File: config.mk
export PLATFORM = sky130hd
export DESIGN_NAME = alu_seq
export DESIGN_NICKNAME = d
export VERILOG_FILES = /design/src/rtl/alu_seq.sv
export SDC_FILE = /design/constraint.sdc
export NUM_CORES = 1
export LEC_CHECK = 0
export ABC_CLOCK_PERIOD_IN_PS = 6930
export CORE_MARGIN = 3
export CORE_UTILIZATION = 30
export DETAILED_ROUTE_END_ITERATION = 12
export SLEW_MARGIN = 30
export SYNTH_ARGS = -nofsm -noshare
export SYNTH_HDL_FRONTEND = slang
export SYNTH_SLANG_ARGS = --single-unit
export TNS_END_PERCENT = 10
File: constraint.sdc
create_clock -name clk -period 6.93 [get_ports clk]
set_input_delay 1.386 -clock clk [delete_from_list [all_inputs] [get_ports clk]]
set_output_delay 1.386 -clock clk [all_outputs]
set_load 0.01 [all_outputs]
File: src/rtl/alu_seq.sv
// alu_seq: registered ALU with C/Z/N/V flags, chained carry and iterative one-bit-per-clock shifts/rotates.
// Single-cycle ops commit at the accept edge; shift ops run under a two-state FSM.
module alu_seq #(
    parameter int WIDTH = 8,
    parameter int SW    = $clog2(WIDTH)
) (
    input  logic             clk,
    input  logic             rst,
    input  logic             start,
    input  logic [3:0]       s,
    input  logic [WIDTH-1:0] a,
    input  logic [WIDTH-1:0] b,
    input  logic             cin_ext,
    input  logic             use_ext_c,
    output logic [WIDTH-1:0] f,
    output logic             c_flag,
    output logic             z_flag,
    output logic             n_flag,
    output logic             v_flag,
    output logic             busy,
    output logic             done
);
    typedef enum logic {IDLE, SHIFT} state_t;
    state_t           state, state_n;
    logic [WIDTH-1:0] work, work_n, f_n, op2, res, step_f;
    logic [SW-1:0]    cnt, cnt_n;
    logic [3:0]       op, op_n;
    logic             c_work, cw_n, c_n, z_n, n_n, v_n, busy_n, done_n;
    logic             ci, cin, step_c, is_shift, upd_c, upd_v;
    logic [WIDTH:0]   sum;
    assign ci       = use_ext_c ? cin_ext : c_flag;
    assign is_shift = s >= 4'd12 && s <= 4'd14;
    assign upd_c    = (s >= 4'd1 && s <= 4'd6) || s == 4'd15;
    assign upd_v    = (s >= 4'd2 && s <= 4'd5) || s == 4'd15;
    assign op2      = (s == 4'd2 || s == 4'd3) ? b :
                      (s == 4'd4 || s == 4'd5 || s == 4'd15) ? ~b :
                      (s == 4'd6) ? '1 : '0;
    assign cin      = (s == 4'd1 || s == 4'd5 || s == 4'd15) ? 1'b1 : (s == 4'd3) ? ci : 1'b0;
    assign sum      = {1'b0, a} + {1'b0, op2} + {{WIDTH{1'b0}}, cin};
    always_comb begin
        res = sum[WIDTH-1:0];
        case (s)
            4'd0:    res = a;
            4'd7:    res = b;
            4'd8:    res = a & b;
            4'd9:    res = a | b;
            4'd10:   res = a ^ b;
            4'd11:   res = ~a;
            default: res = sum[WIDTH-1:0];
        endcase
    end
    // Op 12 feeds a zero into the MSB; 13/14 rotate through the working carry.
    assign step_f = op == 4'd14 ? {work[WIDTH-2:0], c_work} : {op == 4'd13 ? c_work : 1'b0, work[WIDTH-1:1]};
    assign step_c = op == 4'd14 ? work[WIDTH-1] : work[0];
    always_comb begin
        state_n = state;
        f_n     = f;
        c_n     = c_flag;
        z_n     = z_flag;
        n_n     = n_flag;
        v_n     = v_flag;
        busy_n  = busy;
        done_n  = 1'b0;
        work_n  = work;
        cw_n    = c_work;
        cnt_n   = cnt;
        op_n    = op;
        case (state)
            IDLE: if (start) begin
                if (is_shift) begin
                    work_n  = a;
                    cw_n    = s == 4'd12 ? c_flag : ci;
                    cnt_n   = b[SW-1:0];
                    op_n    = s;
                    busy_n  = 1'b1;
                    state_n = SHIFT;
                end else begin
                    f_n    = s == 4'd15 ? f : res;
                    z_n    = res == '0;
                    n_n    = res[WIDTH-1];
                    c_n    = upd_c ? sum[WIDTH] : c_flag;
                    v_n    = upd_v ? (a[WIDTH-1] == op2[WIDTH-1]) && (res[WIDTH-1] != a[WIDTH-1]) : v_flag;
                    done_n = 1'b1;
                end
            end
            SHIFT: if (cnt != '0) begin
                work_n = step_f;
                cw_n   = step_c;
                cnt_n  = cnt - 1'b1;
            end else begin
                f_n     = work;
                c_n     = c_work;
                z_n     = work == '0;
                n_n     = work[WIDTH-1];
                busy_n  = 1'b0;
                done_n  = 1'b1;
                state_n = IDLE;
            end
            default: state_n = IDLE;
        endcase
    end
    always_ff @(posedge clk or posedge rst) begin
        if (rst) begin
            state  <= IDLE;
            f      <= '0;
            c_flag <= 1'b0;
            z_flag <= 1'b0;
            n_flag <= 1'b0;
            v_flag <= 1'b0;
            busy   <= 1'b0;
            done   <= 1'b0;
            work   <= '0;
            c_work <= 1'b0;
            cnt    <= '0;
            op     <= '0;
        end else begin
            state  <= state_n;
            f      <= f_n;
            c_flag <= c_n;
            z_flag <= z_n;
            n_flag <= n_n;
            v_flag <= v_n;
            busy   <= busy_n;
            done   <= done_n;
            work   <= work_n;
            c_work <= cw_n;
            cnt    <= cnt_n;
            op     <= op_n;
        end
    end
endmodule
-- After elaboration in Yosys (flattened, before gate mapping)
Cells that the tools add are included.
- register bits after elaboration: 31
- output and inout bits: 14
- logic and storage cells: 127
- add/sub/neg operators: 3
- magnitude comparators: 6
- equal/unequal tests: 24
- mux-type cells: 53
- bitwise operators: 7
- reduce and logical (&&, ||, !) cells: 22
- operators with widths (kind ; number):
    $mux W8 ; 11
    $pmux W8 S6 ; 1
    $eq A4 B4 Y1 const B ; 8
    $pmux W8 S2 ; 2
    $mux W1 ; 28
    $eq A4 B3 Y1 const B ; 4
    $logic_not A8 Y1 ; 2
    $not A8 Y8 ; 2
    $pmux W1 S2 ; 7
    $ne A2 B2 Y1 const B ; 6
    $reduce_and A3 Y1 ; 4
    $reduce_and A4 Y1 ; 3
    $add A8 B8 Y9 ; 1
    $add A9 B1 Y9 ; 1
    $mux W3 ; 3
    $and A8 B8 Y8 ; 1
    $eq A4 B2 Y1 const B ; 2
    $le A4 B3 Y1 const B ; 2
    $or A8 B8 Y8 ; 1
    $xor A8 B8 Y8 ; 1
    $logic_or A1 B1 Y1 ; 7
    $pmux W3 S2 ; 1
    $eq A4 B1 Y1 const B ; 1
    $ge A4 B1 Y1 const B ; 1
    other kinds (11) ; 15

-- Depth between registers and ports, before layout
- depth after elaboration: 12
- depth in mapped cells: 16
- mapped depth without buffers: 14

-- Least setup slack after synthesis
Ideal clock, no wire load.
- path type: input-to-reg
- from: in s[3]
- to: reg z_flag
- library setup time: 0.103 ns
- arrival time: 4.444 ns
- slack: 2.382 ns
- stages on the path: 15
- path through: buf_2 buf_1 clkbuf_1 or2_2 buf_1 o21ai_0 a22oi_1 fa_1 inv_1 fa_1 a211oi_1 o21bai_1 a2111oi_0 a221oi_1 o41ai_2
- word-level cells in the longest chain between the ends: 12
- ends and longest elaborated chain (element ; line ; source):
    start, declared ; 10 ; input logic [3:0] s,
    $eq A4 B3 Y1, on equally long branches ; 36, 38 ;
    $logic_or A1 B1 Y1 (2 in series) ; 36 ; (s == 4'd4 || s == 4'd5 || s == 4'd15) ? ~b :
    $mux W8 ; 36 ;
    $mux W8 ; 35 ; assign op2 = (s == 4'd2 || s == 4'd3) ? b :
    $add A8 B8 Y9 ; 39 ; assign sum = {1'b0, a} + {1'b0, op2} + {{WIDTH{1'b0}}, cin};
    $add A9 B1 Y9 ; 39 ;
    $pmux W8 S6 ; 42 ; case (s)
    $logic_not A8 Y1 ; 79 ; z_n = res == '0;
    $mux W1 ; 70 ; if (is_shift) begin
    $mux W1 ; 69 ; IDLE: if (start) begin
    $pmux W1 S2 ; 68 ; case (state)
    end signal, assigned ; 120 ; z_flag <= z_n;
    end, declared ; 17 ; output logic z_flag,
Parallel ways exist; a longest one is shown, timed or not. The select of a mux whose other input is x is not followed.
A chain may end at the register's enable or synchronous reset.

-- Worst setup path after layout
Same ends and word-level chain as after synthesis.

==> results by group <==
GRT
  • Largest net degree at the start of global routing: 40
  • Global route overflow: 0
  • Vias in the first global route: 2842
  • First-pass GRT wire length: between 10000 and 15000 um
  • Antenna violations before repair: 0
  • Total global routing track utilization: about 16%

Setup path
  • Worst-path fanout max: 16
  • Critical-path cell list: clkdlybuf4s50_1 -> buf_4 -> nand2_1 -> nor2_1 -> o21ai_0 -> o21ai_0 -> a22oi_1 -> fa_1 -> inv_1 -> fa_1 -> a211oi_1 -> o21bai_1 -> a2111oi_0 -> a221oi_1 -> o41ai_2
  • Critical Path Sink Type: register
  • Critical Path RT: 7120 ps
  • Top Family by Delay on Critical Path: compound AO/OA/AOI/OAI gates
  • Worst path bufs/invs: 3
  • CP max-delay cell: clkdlybuf4s50_1
  • Critical path launch point type: input pin
  • Endpoint arrival time on the critical path: approximately 5300 ps
  • WS Path Type: input pin to register
  • CP peak stage delay: 690 ps

STA
  • RSZ-0062 raised after global routing: false
  • Max frequency: 197 MHz
  • Max_slew headroom: 46.8%
  • # setup viols final: 0
  • Final Hold Fails: 0
  • Final worst setup slack: roughly 1800 ps
  • Final TNS setup: 0 ps
  • Fin. max-slew vios: 0
  • Final period util: between 70% and 80%
  • Final min period: 5080 ps
  • Worst Tran Pin Value: roughly 790 ps
  • Worst Skew: about 4.7 ps

Pwr
  • Pwr Density: ~270 nW/um^2
  • Leak pwr: 1.62 nW
  • VDD IR max: ~0.15 mV

Synth
  • Post-synthesis cell area: slightly above 3000 um^2
  • Yosys warns: 0
  • Post-synth EDFFs: 0
  • Register area share after synthesis: between 20% and 30%
  • Mapped Cells: 394
  • Avg Inst Size Synth: about 7.9 um^2
  • Leading area contributor after synthesis: dfrtp_1
  • Yosys cell types: between 60 and 70
  • Largest cells by area after synthesis: dfrtp_1 25%, ha_1 10%, o21ai_0 6.9%
  • Flops & latches, synth: 31
  • Top FF cell, synth: dfrtp_1
  • Syn nets: 446
  • Post-synth top area share: roughly 25%
  • Post-synth ARST share: 100%

Placed design
  • Pre-CTS setup slack: roughly 1600 ps
  • RD Place Congestion: around 0.92
  • I/O Buffers: 38
  • Estimated wirelength of the detail-placed design: between 7000 and 8000 um

Routing
  • Via Count: 3097
  • Routed wire per std cell: roughly 16 um
  • Drt pass-1 iters: 5
  • Final ANT Viol Nets: 0
  • Residual DRC: 0
  • DRT iter0 DRCs: 200
  • Routed WL: between 9000 and 10000 um
  • Via-to-Cell Ratio: ~5.5

Floorplanning
  • Core ar.: ~10000 um^2
  • Die H: 108 um
  • Die width: ~110 um
  • DIE AREA: roughly 12000 um^2
  • Top-Level Pins: 39
  • Starting Density: between 30% and 40%
  • Cell row count: 36

Clock tree
  • Clock sinks: 31
  • # H-tree levels: 2
  • Clock Root Buffer: clkbuf_8
  • Post-CTS Setup Inserts: 0
  • Hold-fix buffer count after cts: 0
  • Clock transition at path regs: roughly 70 ps
  • Total CTS buffers: 5
  • Post_cts resized: 0
  • Clk buf depth: 2
  • Clock latency on the worst-skew pair: 280 ps
  • CTS tree: yes

Final layout
  • Area Growth Syn to Fin: 19.0%
  • Layout cells sized above 1: under 10%
  • Filler cells: between 1000 and 1500
  • Multi-input logic area: 2140 um^2
  • Register area: about 780 um^2
  • Final net count: ~480
  • # diodes: 0

Hold path
  • Hold Path Class: register to register

Outcome
  • Status: finished clean

Flow run
  • Max-cap check violation count: 0
where the power goes:
part           internal [mW]  switching (mW)  total, mW
Clock                 0.0685          0.0681      0.137
Sequential             0.263          0.0854      0.349
Combinational          0.248           0.283      0.531
Total                  0.580           0.437       1.02
Yosys cell counts (4+ instances only):
master    count
o21ai_0      43
a211oi_1      4
a22o_1       10
nand3_1       7
o22ai_1       5
o31ai_1       4
inv_1        26
o21a_1        4
nor2_1       33
ha_1         25
dfrtp_1      31
nand2_1      34
and2_1        5
a22oi_1       9
nor3_1        4
clkbuf_1     14
nand2b_1     14
a21oi_1      33
nor2b_1       7
o211ai_1      6
mux2i_1      13
flip-flops by register name, summed over array words and instances, names as in the netlist, 3 cells and up:
signal	flops
work	8
f	8
op	4
cnt	3
final cells by class:
class	instances	area share (%)
multi-input cells	314	57.8
flip-flops and latches	31	20.9
repair buffers	45	11.7
well taps	133	4.49
clock inverters	3	0.405
clock buffers	5	1.86
inverters	28	2.84
kinds of logic (layout without fill, tap and decap cells):
group	count (synthesis)	in the layout	synth area share [%]
adders and majority gates	27	27	11.3
xor gates and xnor gates	5	5	1.41
and+or+nand+nor	120	120	19.5
buffers and inverters	49	81	6.35
DFF	31	31	24.9
muxes	15	15	4.90
AOI/OAI and AO/OA	147	147	31.6
through the flow:
| stage | hold slack (ps) | util (%) | power, mW | std cells | area, um^2 |
|---|---|---|---|---|---|
| global route | 512 | 37.2 | 1.10 | 559 | 3700 |
| detailed placement | 477 | 36.4 | 0.882 | 551 | 3620 |
| global placement | 475 | 36.4 | 0.871 | 551 | 3620 |
| finish | 487 | 37.2 | 1.02 | 559 | 3700 |
| floorplan | 456 | - | 0.682 | 394 | 3110 |
| CTS | 491 | 37.2 | 1.02 | 559 | 3700 |
layout by cell type (no fill, tap or decap), drive strengths merged, types with 3 or more instances in the layout:
master	Yosys	final
o31ai	4	4
clkdlybuf4s50	0	38
and2	5	5
nor2b	7	7
o21bai	3	3
clkbuf	14	5
a211oi	4	4
o21ai	44	44
clkinv	2	5
xor2	3	3
nor4	3	3
a22o	10	10
a2111oi	4	4
inv	26	26
a22oi	9	9
buf	7	7
nor3	4	4
a21oi	33	33
nand2b	14	14
mux2i	13	13
dfrtp	31	31
o211ai	6	6
nand2	34	34
o21a	5	5
ha	25	25
o22ai	5	5
nand3	7	7
nor2	33	33
worst register-to-register path, stage by stage, from the launching register on:
cell,delay [ps]
dfrtp_1,420
mux2i_1,200
nor2_1,60
nor2_1,90
o22ai_1,120
nand2_1,130
fa_1,190
inv_1,60
fa_1,420
a211oi_1,240
o21bai_1,120
a2111oi_0,510
a221oi_1,150
o41ai_2,320
worst paths after layout:
kind | start | to | slack, ps | cells past startpoint
setup / recovery | s[3] | z_flag$_DFFE_PP0P_ | 1850 | 15
hold / removal | f[4]$_DFFE_PP0P_ | f[4]$_DFFE_PP0P_ | 490 | 1
setup reg to reg | c_flag$_DFFE_PP0P_ | z_flag$_DFFE_PP0P_ | 3800 | 13
hold reg to reg | f[4]$_DFFE_PP0P_ | f[4]$_DFFE_PP0P_ | 490 | 1
max in group asynchronous | rst | op[1]$_DFFE_PP0P_ | 5150 | 3
min in group asynchronous | rst | work[1]$_DFFE_PP0P_ | 1490 | 3
metal layers:
| metal | vias up | GRT usage (%) | routed length [um] |
|---|---|---|---|
| met5 | - | 0 | 0 |
| met4 | 0 | 3.34 | 85 |
| met1 | 1471 | 23.2 | 4230 |
| li1 | 1489 | - | - |
| met3 | 9 | 1.74 | 629 |
| met2 | 128 | 24.7 | 4130 |
No activity file was read; power rests on OpenSTA's default activity.
==> variant 1: new RTL, same settings <==
Remove the register `done`: a continuous assignment takes its place, so the output `done` follows one clock earlier.
--- a/src/rtl/alu_seq.sv
+++ b/src/rtl/alu_seq.sv
@@ -108,7 +108,6 @@
             n_flag <= 1'b0;
             v_flag <= 1'b0;
             busy   <= 1'b0;
-            done   <= 1'b0;
             work   <= '0;
             c_work <= 1'b0;
             cnt    <= '0;
@@ -121,11 +120,12 @@
             n_flag <= n_n;
             v_flag <= v_n;
             busy   <= busy_n;
-            done   <= done_n;
             work   <= work_n;
             c_work <= cw_n;
             cnt    <= cnt_n;
             op     <= op_n;
         end
     end
+
+    assign done = done_n;
 endmodule
Behaviour: not the same (a bounded check fails within 4 cycles, from zero or initial values and one cycle with rst high).
==> variant 1 against the unedited design <==
  * Wire length fell by 0.36%
  * Sequential cell count shrank 1
  * Cell area is 0.74% lower
  * Area after synthesis shrank 0.20%
  * Die area is 0.19% lower
  * Sequential share of layout area shrank 0.52 points
  * Non-clock buffer count decreased by 1
  * Power shrank 2.2%
  * Combinational power fell by 2%
  * Setup slack worse by 0.26 ns
  * Synthesized cell count down 0.51%
  * Worst hold slack worse by 0.0075 ns
==> variant 1: results (changes against the unedited design) <==
\begin{tabular}{lr}
\hline
Metric & Value \\
\hline
\multicolumn{2}{l}{\textbf{Logic synthesis}} \\
Mapped Nets & 444 (-0.45\%) \\
Top cells by area, synth & sky130\_fd\_sc\_hd\_\_dfrtp\_1, sky130\_fd\_sc\_hd\_\_ha\_1, sky130\_fd\_sc\_hd\_\_o21ai\_0, sky130\_fd\_sc\_hd\_\_mux2i\_1, sky130\_fd\_sc\_hd\_\_a21oi\_1 \\
Mux contribution to synthesized area & 9.018\% (+4.1 points) \\
Post-synth top cells & sky130\_fd\_sc\_hd\_\_o21ai\_0, sky130\_fd\_sc\_hd\_\_nor2\_1, sky130\_fd\_sc\_hd\_\_nand2\_1 \\
Adder-cell share of the synthesized area & 11.35\% (+0.023 points) \\
Count of different cell masters after synthesis & 63 (+1.6\%) \\
XOR/XNOR Fraction of Synth Area & 1.127\% (-0.28 points) \\
Share of the synthesized area in compound gates (AO/OA/AOI/OAI) & 28.18\% (-3.4 points) \\
\multicolumn{2}{l}{\textbf{GRT}} \\
First-pass GRT wire length & 14700 um (about the same) \\
Number of global-route vias before repair & 2807 (-1.2\%) \\
Total global-route track usage & 16.00\% (+0.24 points) \\
\multicolumn{2}{l}{\textbf{Placed design}} \\
Post-place setup slack & 1.498 ns (-0.1131 ns) \\
Cell count after placement & 545 (-1.1\%) \\
Detailed Place HPWL & 6899 um (-2.5\%) \\
\multicolumn{2}{l}{\textbf{Routing}} \\
Count of vias placed by the detailed router & 3026 (-2.3\%) \\
DRT Pass-1 Iters & 4 (-1) \\
\multicolumn{2}{l}{\textbf{Setup path}} \\
Biggest cell delay along the critical path & 0.82 ns (+0.13 ns) \\
Top Family by Delay on Critical Path & buffers and inverters \\
\multicolumn{2}{l}{\textbf{Floorplan}} \\
Core region area & 0.009910 mm2 (-0.45\%) \\
\multicolumn{2}{l}{\textbf{Outcome}} \\
Run status & completed \\
\multicolumn{2}{l}{\textbf{Pwr}} \\
Switching power total & 0.0004215 W (-3.5\%) \\
Cell leakage power & 1.627 nW (+0.73\%) \\
Total Power Consumption & 0.0009944 W (-2.2\%) \\
Clock group share of total power & 14.1\% (+0.7 points) \\
\multicolumn{2}{l}{\textbf{Worst hold path}} \\
Hold Path Origin & f[1] \\
\multicolumn{2}{l}{\textbf{STA}} \\
Worst clock skew & 0.005113 ns (+0.0003781 ns) \\
\multicolumn{2}{l}{\textbf{Layout}} \\
Post-Layout Cell Count & 551 (-1.4\%) \\
Share of cells above drive strength 1 & 6.938\% (+1.1 points) \\
\hline
\end{tabular}
-- variant 1: final cells by class --
type | instances | area (um2) | share of cell area [%]
multi-input combinational | 311 | 2151 | 58.49
sequential | 30 | 750.7 | 20.42
timing repair buffer | 44 | 425.4 | 11.57
tap | 133 | 166.4 | 4.525
inverter | 27 | 101.3 | 2.756
clock buffer | 6 | 82.58 | 2.246
-- variant 1: final timing paths --
path | end | slack, ns | depth (start not counted)
worst max register to register | f[6] | 3.78 | 13
max in group asynchronous | c_work | 5.15 | 3
worst min register to register | f[1] | 0.48 | 2
worst max-delay path | done | 1.59 | 7
min in group asynchronous | f[4] | 1.49 | 3
worst min-delay path | f[1] | 0.48 | 2
-- variant 1: cells by family after synthesis --
logic type	after synthesis
xor+xnor	4
mux	27
flops	30
compound gates	134
fa+ha+maj	27
buf+inv	51
simple gates	119
-- variant 1: metal layers --
layer	wire length, um	vias up	global-route usage (%)
met5	0	-	0
met4	73	0	3.517
met3	525	6	3.239
met2	4023	107	24.42
met1	4421	1432	23.20
li1	-	1481	-
==> variant 2: new RTL, same flow settings <==
Made on the original files. Set the parameter `WIDTH` to 16 (it was 8).
--- a/src/rtl/alu_seq.sv
+++ b/src/rtl/alu_seq.sv
@@ -1,7 +1,7 @@
 // alu_seq: registered ALU with C/Z/N/V flags, chained carry and iterative one-bit-per-clock shifts/rotates.
 // Single-cycle ops commit at the accept edge; shift ops run under a two-state FSM.
 module alu_seq #(
-    parameter int WIDTH = 8,
+    parameter int WIDTH = 16,
     parameter int SW    = $clog2(WIDTH)
 ) (
     input  logic             clk,
Interface: changed (resized a, b and f); port bits go from 39 to 63. The function was not compared with the original's and may differ.
==> variant 2 against the unedited design <==
  * Sequential cell count up 17
  * Die area increased by 65%
  * Clock skew up 0.0027 ns
  * Sequential power rose by 51%
  * Cell area up 68%
  * Power rose by 74%
  * Via count grew 65%
  * Area after synthesis grew 69%
  * Wire length up 83%
  * Setup slack got worse by 0.58 ns
  * Global-route usage grew 1.2 points
  * Count of clock-buffer cells in the layout grew 2
  * Fmax fell by 10%
==> variant 2: results (changes against the unedited design) <==
\begin{tabular}{lr}
\hline
Metric & Value \\
\hline
\multicolumn{2}{l}{\textbf{Outcome}} \\
Run status & completed \\
\multicolumn{2}{l}{\textbf{Pwr}} \\
Cell leakage power & 2.752 nW (+70\%) \\
P per Cell Area & 283.8 mW/mm2 (+3.4\%) \\
Maximum resistive drop on vdd & 0.0002770 V (+89\%) \\
\multicolumn{2}{l}{\textbf{Layout}} \\
Share of cells above drive strength 1 & 7.649\% (+1.8 points) \\
Registers with the highest flip-flop counts & f (16), work (16) \\
Net total in the final layout & 796 (+67\%) \\
\multicolumn{2}{l}{\textbf{Logic synthesis}} \\
Fraction of the yosys area taken by sequential cells & 22.84\% (-2.1 points) \\
Top flip-flop cell by instance count after synthesis & sky130\_fd\_sc\_hd\_\_dfrtp\_1 \\
Top cells by area, synth & sky130\_fd\_sc\_hd\_\_dfrtp\_1, sky130\_fd\_sc\_hd\_\_ha\_1, sky130\_fd\_sc\_hd\_\_o21ai\_0, sky130\_fd\_sc\_hd\_\_mux2i\_1, sky130\_fd\_sc\_hd\_\_nor2\_1 \\
Count of different cell masters after synthesis & 79 (+27\%) \\
Mapped Nets & 763 (+71\%) \\
Post-synth top cells & sky130\_fd\_sc\_hd\_\_o21ai\_0, sky130\_fd\_sc\_hd\_\_nor2\_1, sky130\_fd\_sc\_hd\_\_nand2\_1 \\
\multicolumn{2}{l}{\textbf{Placed design}} \\
Post-place setup slack & 0.9637 ns (-0.6479 ns) \\
GP Congestion & 0.9452 (+2.3\%) \\
DP Area & 0.006035 mm2 (+67\%) \\
Detailed Place HPWL & 12460 um (+76\%) \\
IO buf count & 62 (+63\%) \\
\multicolumn{2}{l}{\textbf{GRT}} \\
Total global-route track usage & 16.95\% (+1.2 points) \\
First-pass GRT wire length & 26690 um (+82\%) \\
Largest net degree at the start of global routing & 49 (+23\%) \\
Number of global-route vias before repair & 4784 (+68\%) \\
\multicolumn{2}{l}{\textbf{Routing}} \\
Vias per Instance & 5.516 (-0.43\%) \\
Routed wire length per instance & 17.97 um (+11\%) \\
Violation count after the first detailed-routing iteration & 493 (+150\%) \\
\multicolumn{2}{l}{\textbf{Clock tree}} \\
Cell chosen for the clock root & sky130\_fd\_sc\_hd\_\_clkbuf\_16 \\
CTS clock-pin slew for the worst setup and hold paths & 0.07 ns (about the same) \\
\multicolumn{2}{l}{\textbf{Setup path}} \\
Crit-path max FO & 19 (+3) \\
\multicolumn{2}{l}{\textbf{STA}} \\
Worst clock skew & 0.007439 ns (+0.002704 ns) \\
Max-slew headroom & 44.67\% (-2.1 points) \\
\hline
\end{tabular}
==> variant 2: routing by layer <==
layer  wire (um)  vias to the layer above  track usage [%]
met4         299                        0            4.212
li1            -                     2519                -
met1        7974                     2412            24.42
met3         798                       18            1.830
met2        7569                      159            27.21
met5           0                        -                0
==> variant 2: critical path, cell delays in order <==
cell	delay, ns
sky130_fd_sc_hd__clkdlybuf4s50_1	0.65
sky130_fd_sc_hd__nand2_1	0.65
sky130_fd_sc_hd__nor2_1	0.07
sky130_fd_sc_hd__o21ai_0	0.15
sky130_fd_sc_hd__o21ai_0	0.10
sky130_fd_sc_hd__a22oi_1	0.20
sky130_fd_sc_hd__fa_1	0.23
sky130_fd_sc_hd__inv_1	0.06
sky130_fd_sc_hd__fa_1	0.40
sky130_fd_sc_hd__a21o_1	0.22
sky130_fd_sc_hd__a221oi_4	0.32
sky130_fd_sc_hd__xnor2_1	0.10
sky130_fd_sc_hd__a211oi_1	0.37
sky130_fd_sc_hd__nand2_1	0.08
sky130_fd_sc_hd__nor4_1	0.48
sky130_fd_sc_hd__nand4_1	0.18
sky130_fd_sc_hd__o31ai_2	0.21
==> variant 2: cell type report <==
class,count,area share [%]
Clock buffer,7,2.453
Clock inverter,1,0.4826
Inverter,45,2.755
Multi-Input combinational cell,534,59.52
Sequential cell,48,19.30
Tap cell,220,4.424
Timing Repair Buffer,71,11.06
==> variant 2: metrics by stage <==
| step | std cells | hold slack, ns |
|---|---|---|
| detailed placement | 918 | 0.4716 |
| floorplan | 672 | 0.4633 |
| global route | 926 | 0.4991 |
| finish | 926 | 0.4781 |
| CTS | 926 | 0.4853 |
| global placement | 918 | 0.4624 |
==> variant 2: path summary, 6_finish.rpt <==
kind / startpoint / end / slack (ns) / cells after the start
setup / recovery: s[3] / z_flag / 1.26 / 17
hold / removal: f[10] / f[10] / 0.48 / 2
setup reg to reg: c_flag / z_flag / 3.23 / 15
hold reg to reg: f[10] / f[10] / 0.48 / 2
max in group asynchronous: rst / f[2] / 4.98 / 2
min in group asynchronous: rst / op[1] / 1.53 / 2
==> variant 2: cell families after synthesis <==
kind of cell               Yosys count  share of synthesized area [%]
DFF                                 48                          22.84
xor gates and xnor gates            13                          2.165
adders and majority gates           50                          12.18
muxes                               39                          7.828
and+or+nand+nor                    191                          17.04
buffers and inverters               90                          7.423
AOI/OAI and AO/OA                  241                          30.53
==> variant 2: power breakdown <==
part | total [W] | internal, W | switching, W
Sequential | 0.000528 | 0.000410 | 0.000118
Combinational | 0.000941 | 0.000416 | 0.000525
Clock | 0.000297 | 0.000190 | 0.000107
